==> config.mk <==
export PLATFORM = sky130hd
export DESIGN_NAME = alu_result_stage
export DESIGN_NICKNAME = d
export VERILOG_FILES = /design/src/rtl/alu_pkg.sv /design/src/rtl/alu_result_stage_skid.sv /design/src/rtl/alu_result_stage.sv
export SDC_FILE = /design/constraint.sdc
export NUM_CORES = 1
export LEC_CHECK = 0
export ABC_AREA = 0
export CORE_MARGIN = 2
export CORE_UTILIZATION = 40
export CTS_CLUSTER_DIAMETER = 120
export DETAILED_ROUTE_END_ITERATION = 7
export PLACE_DENSITY = 0.87
export SYNTH_ARGS = -nofsm -noshare
export SYNTH_HDL_FRONTEND = slang
export SYNTH_SLANG_ARGS = --single-unit
==> constraint.sdc <==
create_clock -name clk -period 1.4 [get_ports clk]
set_input_delay 0.28 -clock clk [delete_from_list [all_inputs] [get_ports clk]]
set_output_delay 0.28 -clock clk [all_outputs]
set_load 0.01 [all_outputs]
==> src/rtl/alu_pkg.sv <==
// Shared types and constants for the ALU result stage.
// Opcode map, default data width and skid buffer occupancy states.
package alu_pkg;

  localparam int ALU_WIDTH = 8;

  localparam logic [2:0] OP_ADD = 3'b000;
  localparam logic [2:0] OP_SUB = 3'b001;
  localparam logic [2:0] OP_AND = 3'b010;
  localparam logic [2:0] OP_OR  = 3'b011;

  typedef enum logic [1:0] {
    EMPTY,
    ONE,
    TWO
  } skid_state_e;

endpackage

==> src/rtl/alu_result_stage_skid.sv <==
// Two-entry skid buffer: main register drives the outputs,
// skid register absorbs one word while in_ready is registered low.
module skid_buffer
  import alu_pkg::*;
#(
  parameter int W = ALU_WIDTH + 1
) (
  input  logic         clk,
  input  logic         rst,
  input  logic [W-1:0] in_data,
  input  logic         in_valid,
  output logic         in_ready,
  output logic [W-1:0] out_data,
  output logic         out_valid,
  input  logic         out_ready
);

  skid_state_e state_q, state_d;
  logic [W-1:0] main_q, main_d;
  logic [W-1:0] skid_q, skid_d;
  logic         in_ready_q, in_ready_d;
  logic         out_valid_q, out_valid_d;
  logic         acc, xfer;

  assign acc  = in_valid && in_ready_q;
  assign xfer = out_valid_q && out_ready;

  always_comb begin
    state_d = state_q;
    main_d  = main_q;
    skid_d  = skid_q;
    unique case (state_q)
      EMPTY: begin
        if (acc) begin
          main_d  = in_data;
          state_d = ONE;
        end
      end
      ONE: begin
        unique case (1'b1)
          acc && xfer: main_d = in_data;
          acc && !xfer: begin
            skid_d  = in_data;
            state_d = TWO;
          end
          !acc && xfer: state_d = EMPTY;
          default: ;
        endcase
      end
      TWO: begin
        if (xfer) begin
          main_d  = skid_q;
          state_d = ONE;
        end
      end
      default: state_d = EMPTY;
    endcase
    // Handshake flags follow the next state so both leave a flop.
    in_ready_d  = (state_d != TWO);
    out_valid_d = (state_d != EMPTY);
  end

  always_ff @(posedge clk) begin
    if (rst) begin
      state_q     <= EMPTY;
      main_q      <= '0;
      skid_q      <= '0;
      in_ready_q  <= 1'b1;
      out_valid_q <= 1'b0;
    end else begin
      state_q     <= state_d;
      main_q      <= main_d;
      skid_q      <= skid_d;
      in_ready_q  <= in_ready_d;
      out_valid_q <= out_valid_d;
    end
  end

  assign in_ready  = in_ready_q;
  assign out_valid = out_valid_q;
  assign out_data  = main_q;

endmodule

==> src/rtl/alu_result_stage.sv <==
// Result selector between the ALU units and write-back.
// Picks a source by opcode, flags bad opcodes, counts them.
module alu_result_stage
  import alu_pkg::*;
#(
  parameter int WIDTH     = ALU_WIDTH,
  parameter int NUM_SRC   = 4,
  parameter int OP_W      = 3,
  parameter int ERR_CNT_W = 8
) (
  input  logic                     clk,
  input  logic                     rst,
  input  logic [NUM_SRC*WIDTH-1:0] src_data,
  input  logic [OP_W-1:0]          op_code,
  input  logic                     in_valid,
  output logic                     in_ready,
  output logic [WIDTH-1:0]         result,
  output logic                     op_err,
  output logic                     out_valid,
  input  logic                     out_ready,
  output logic [ERR_CNT_W-1:0]     err_count
);

  logic [WIDTH-1:0]     sel_data;
  logic                 sel_err;
  logic                 accept;
  logic [WIDTH:0]       out_word;
  logic [ERR_CNT_W-1:0] err_cnt_q, err_cnt_d;

  // Opcodes past the last source yield zero, never a floating value.
  always_comb begin
    sel_data = '0;
    sel_err  = 1'b1;
    for (int i = 0; i < NUM_SRC; i++) begin
      if (op_code == OP_W'(i)) begin
        sel_data = src_data[i*WIDTH +: WIDTH];
        sel_err  = 1'b0;
      end
    end
  end

  assign accept = in_valid && in_ready;

  always_comb begin
    err_cnt_d = err_cnt_q;
    if (accept && sel_err && (err_cnt_q != '1))
      err_cnt_d = err_cnt_q + 1'b1;
  end

  always_ff @(posedge clk) begin
    if (rst) err_cnt_q <= '0;
    else     err_cnt_q <= err_cnt_d;
  end

  skid_buffer #(
    .W(WIDTH + 1)
  ) u_skid (
    .clk      (clk),
    .rst      (rst),
    .in_data  ({sel_err, sel_data}),
    .in_valid (in_valid),
    .in_ready (in_ready),
    .out_data (out_word),
    .out_valid(out_valid),
    .out_ready(out_ready)
  );

  assign result    = out_word[WIDTH-1:0];
  assign op_err    = out_word[WIDTH];
  assign err_count = err_cnt_q;

endmodule
==> After elaboration in Yosys (flattened, before gate mapping) <==
Cells that the tools add are included.
{ "classes": {"addsub": 1, "n_mul": 0, "div_mod_pow": 0, "order_cmp": 0, "n_eq_ne": 10, "n_shift": 0, "mux": 16, "bitwise": 0, "reduce_logical": 15} }
{ "op_table": {"columns": ["cell", "n"], "rows": [
  ["$mux W8", 4],
  ["$mux W9", 3],
  ["$pmux W9 S3", 1],
  ["$add A8 B1 Y8 const B", 1],
  ["$ne A8 B8 Y1 const B", 1],
  ["$logic_and A1 B1 Y1", 7],
  ["$eq A3 B2 Y1 const B", 2],
  ["$pmux W2 S3", 1],
  ["$mux W1", 4],
  ["$mux W2", 2],
  ["$ne A2 B1 Y1 const B", 2],
  ["$ne A2 B2 Y1 const B", 2],
  ["$pmux W2 S2", 1],
  ["$reduce_and A4 Y1", 1],
  ["$eq A3 B1 Y1 const B", 1],
  ["$logic_not A3 Y1", 1],
  ["$reduce_bool A3 Y1", 1],
  ["$eq A2 B1 Y1 const B", 1],
  ["$eq A2 B2 Y1 const B", 1],
  ["$logic_not A1 Y1", 2],
  ["$logic_not A2 Y1", 1],
  ["$reduce_and A2 Y1", 1],
  ["$reduce_bool A2 Y1", 1]
]} }
{ "word_totals": {"regBits": 30, "latch_bits": 0, "mem_bits_rw": 0, "romBits": 0, "input_bits": 39, "output_inout_bits": 19, "word_cells": 48, "memories": 0} }

==> Logic depth before layout (Yosys ltp) <==
{ "logic_depth": {"depth_word": 7, "depth_mapped": 5, "mapped_depth_nobuf": 5} }

==> Cells and area by module <==
Synthesis repeated with hierarchy kept, for this count alone.
{ "unflattened": {"hier_cells": 159, "area_unflattened_um2": 1604.0} }
{ "by_module_without_submodules": {"columns": ["module", "n_inst", "cells_per_inst", "area_each_um2", "seq_area_each_um2"], "rows": [
  ["skid_buffer", 1, 92, 958.4, 440.4],
  ["alu_result_stage", 1, 67, 645.6, 160.2]
]} }

==> Worst setup path before layout <==
No wires, ideal clock.
{ "synth_path": {"path_kind": "reg2reg", "start": "register err_cnt_q[0] (netlist: err_count[0])", "end": "register err_cnt_q[1] (netlist: err_count[1])", "setup_ns": 0.128, "t_arrival_ns": 1.353, "required_time_ns": 1.272, "path_slack_ns": -0.081, "path_stages_with_launch": 6, "path_buffers": 0, "synth_period_minus_slack_ns": 1.481, "cell_sequence": "dfxtp_1 -> ha_1 -> nand3_1 -> o21ai_0 -> mux2i_1 -> nor2_1"} }
{ "synth_between": {"elab_chain_len": 2, "elab_cells_between_ends": 3, "classes_between": "add/sub (1); eq/ne (1); reduce/logical (1)"} }
{ "synth_lines": {"columns": ["item", "line_no", "rtl"], "rows": [
  ["start, declared", "alu_result_stage.sv:28", "logic [ERR_CNT_W-1:0] err_cnt_q, err_cnt_d;"],
  ["start signal, assigned", "alu_result_stage.sv:52", "else err_cnt_q <= err_cnt_d;"],
  ["branches (longest 2 deep; another with $add A8 B1 Y8)", null, null]
]} }
Parallel ways; which one is timed is not known.
A chain may end at the register's enable or synchronous reset.

==> Worst setup path after layout <==
{ "layout_path": {"start": "input src_data[6]", "end": "register u_skid.skid_q[6]"} }
{ "layout_between": {"elab_chain_len": 4} }
{ "layout_lines": {"columns": ["item", "line_no", "rtl"], "rows": [
  ["start, declared", "alu_result_stage.sv:13", "input logic [NUM_SRC*WIDTH-1:0] src_data,"],
  ["$mux W8 (4 in series)", "alu_result_stage.sv:35", "if (op_code == OP_W'(i)) begin"],
  ["end signal, assigned", "alu_result_stage_skid.sv:73", "skid_q <= skid_d;"],
  ["end, declared", "alu_result_stage_skid.sv:20", "logic [W-1:0] skid_q, skid_d;"]
]} }
Every way passes these cells.

==> key figures <==
Timing
  • Slew headroom: 0.824
  • Hold slack: 487 ps
  • Slew Viols, Final: 0
  • Final hold viol count: 0
  • Sum Neg Setup Slack: 0 ps
  • Setup violators final: 0
  • Fmax: 723 MHz
  • Max Clock Skew: 5.70 ps
  • Period minus WS final: 1380 ps
  • Slew @ Worst Pin: 264 ps
  • Final Cycle Share: 0.988

Yosys
  • Cells after Synth: 144
  • Synth warnings: 0
  • Mux contribution to synthesized area: 0.136
  • Synth Cell Area: 1550 um2
  • Synth Area in Compound Gates: 0.203
  • Seq/Total Area, Yosys: 0.386
  • Top FF cell, synth: dfxtp_1
  • Synth Net Count: 184
  • Async set-reset flop share out of synthesis: 0
  • Largest family of logic cells by synthesized area: compound AO/OA/AOI/OAI gates
  • #FFs+latches synth: 30
  • Synth cell types: 43
  • Fraction of the mapped netlist area in simple logic gates: 0.197
  • Synth Area in Adders: 0.00805
  • Syn Area/Cell: 10.8 um2
  • Synth Area in XOR/XNOR: 0.0282
  • EDFF count, synth: 0

Worst setup path
  • Buf/Inv on CP: 2
  • R2R depth: 6
  • Largest stage delay on the critical path: 500 ps
  • Crit path depth: 5
  • Worst path slowest cell: mux4_2
  • Worst Setup End Kind: flop
  • CP cell instances: clkdlybuf4s50_1 > mux4_2 > buf_4 > a22oi_1 > nor2_1
  • Max FO, Critical Path: 2
  • Worst Setup Start Kind: input port
  • WP data arrival: 1550 ps
  • Crit Path Category: in2reg
  • Top Family by Delay on Critical Path: buffers and inverters
  • Worst EP required: 1570 ps

Power
  • IR drop worst, VDD: 475 uV
  • P_leak: 0.00105 uW
  • Flop pwr share: 0.433
  • Power share of the clock group: 0.289
  • Combinational share of power: 0.278
  • Cell Pwr Density: 895 nW/um2
  • Power Internal: 1600 uW
  • Switch Pwr: 601 uW
  • Sw frac: 0.273
  • Total power: 2210 uW

Clock tree
  • H-tree depth: 2
  • Clock Sinks: 30
  • Clock slew at reported path FFs: 60 ps
  • Clock latency on the worst-skew pair: 280 ps
  • TritonCTS clock tree: done
  • Clock Tree Buf Depth: 2
  • Num CTS Buffers: 5
  • Root buf cell: clkbuf_8

Die
  • Die width: 66.3 um
  • Starting Density: 0.421
  • Die height: 66.3 um
  • Die area: 4400 um2
  • Core ar.: 3690 um2
  • Site row count: 22
  • I/O Pins: 58

Cells and area
  • Syn-to-layout area delta: 58.5%
  • Number of inserted diodes: 0
  • Share of cells above drive strength 1: 0.300
  • Multi-input logic area: 966 um2
  • FF/Latch Area: 611 um2
  • Layout fillers: 307
  • Nets: 260
  • Util after Layout: 0.668

Route
  • TritonRoute pass-1 iters: 4
  • Vias: 1463
  • Final ANT Viol Nets: 0
  • Final WL: 3870 um
  • Avg Vias per Cell: 5.46
  • Avg WL per Cell: 14.4 um
  • Residual DRC: 0
  • Drt first-iter violations: 108

Placement
  • GPL Wtd Cong: 0.763
  • I/O Buffers: 57
  • Dpl hpwl: 2870 um

GRT
  • Number of global-route vias before repair: 1457
  • Gr usage total: 0.197
  • GRT overflow: 0
  • Initial antenna violation count: 0
  • Global-route wire length before repair: 6440 um
  • Pin count of the biggest net entering global routing: 21

Min path
  • Hold depth: 2
  • Worst min-delay path class: reg2reg

Run status
  • Status: completed

Run
  • Max-cap violation count: 0
-- placed cells by master, fill, tap and decap left out, types with 2 or more instances in the layout --
| cell | n |
|---|---|
| clkdlybuf4s50_1 | 33 |
| nor2_1 | 27 |
| dfxtp_1 | 22 |
| dlygate4sd2_1 | 21 |
| buf_4 | 13 |
| nor3_1 | 10 |
| mux4_2 | 8 |
| a22oi_1 | 8 |
| a221oi_2 | 8 |
| dfxtp_2 | 8 |
| xor2_1 | 5 |
| clkbuf_8 | 5 |
| buf_6 | 5 |
| nand2_1 | 4 |
| inv_1 | 2 |
| and3_2 | 2 |
| and2_1 | 2 |
| o2111ai_1 | 2 |
| mux2i_1 | 2 |
| clkbuf_1 | 2 |
| dlymetal6s2s_1 | 2 |
| buf_12 | 2 |
-- final timing paths --
| path | from | to | slack (ps) |
|---|---|---|---|
| setup / recovery | src_data[6] | u_skid.skid_q[6]$_SDFFE_PP0P_ | 20 |
| hold / removal | u_skid.skid_q[8]$_SDFFE_PP0P_ | u_skid.out_data[8]$_SDFFE_PP0P_ | 490 |
| setup reg to reg | u_skid.state_q[1]$_SDFF_PP0_ | u_skid.out_data[4]$_SDFFE_PP0P_ | 80 |
| hold reg to reg | u_skid.skid_q[8]$_SDFFE_PP0P_ | u_skid.out_data[8]$_SDFFE_PP0P_ | 490 |
-- synthesized netlist by cell type (2+ instances only) --
| library cell | count | area (um2) |
|---|---|---|
| a221oi_1 | 8 | 70.1 |
| a22oi_1 | 8 | 60.1 |
| and2_1 | 2 | 12.5 |
| buf_6 | 3 | 33.8 |
| clkbuf_1 | 3 | 11.3 |
| dfxtp_1 | 30 | 601 |
| inv_1 | 2 | 7.51 |
| mux2i_1 | 2 | 20.0 |
| mux4_2 | 8 | 180 |
| nand2_1 | 5 | 18.8 |
| nor2_1 | 27 | 101 |
| nor3_1 | 10 | 50.1 |
| o2111ai_1 | 2 | 17.5 |
| xor2_1 | 5 | 43.8 |
-- tightest hold or removal path, delay by kind of cell, from the launching register on --
family | cells | cell delay (ps)
AND/OR/NAND/NOR | 1 | 50
AO/OA/AOI/OAI | 1 | 70
flip-flops | 1 | 310
-- flip-flops by register name (all words and copies together), names as in the netlist --
signal and flops:
u_skid.skid_q 9, u_skid.in_ready 1, u_skid.out_data 9, err_count 8, u_skid.state_q 2, u_skid.out_valid 1
-- area by class of cell --
| cell class | count | area share |
|---|---|---|
| multi-input cells | 104 | 0.392 |
| repair buffers | 77 | 0.302 |
| flip-flops and latches | 30 | 0.248 |
| clock buffers | 7 | 0.0310 |
| well taps | 48 | 0.0244 |
| inverters | 2 | 0.00305 |
-- metal layers --
layer | up-vias | share of wire | track usage
li1 | 695 | - | -
met1 | 692 | 0.39 | 0.211
met2 | 71 | 0.52 | 0.350
met3 | 5 | 0.075 | 0.0562
met4 | 0 | 0.015 | 0.0944
met5 | - | 0 | 0
-- cell families after synthesis --
group | Yosys count
AOI/OAI and AO/OA | 32
xor gates and xnor gates | 5
adders and majority gates | 1
buffers and inverters | 10
DFF | 30
muxes | 11
and+or+nand+nor | 55
-- power by group through the flow --
| stage | combinational, uW | clock, uW | sequential, uW |
|---|---|---|---|
| global route | 659 | 692 | 962 |
| CTS | 599 | 652 | 952 |
| floorplan | 280 | 0 | 986 |
| global placement | 573 | 0 | 967 |
| detailed placement | 583 | 0 | 969 |
| finish | 612 | 638 | 956 |
-- through the flow --
step / worst slack (ps) / std cells / instance area (um2)
2_1_floorplan: 4.78 / 144 / 1550
3_3_place_gp: -512 / 258 / 2280
3_5_place_dp: -553 / 258 / 2280
4_1_cts: 7.23 / 267 / 2420
5_1_grt: -30.3 / 268 / 2460
6_report: 17.2 / 268 / 2460
-- what timing repair did --
action | 4_1_cts | 5_1_grt
pin swaps | 4 | 5
endpoints found under the setup margin | 36 | 24
hold buffers | 0 | 0
setup buffers | 2 | 1
resized for setup | 41 | 13
(Power assumes the default switching activity.)
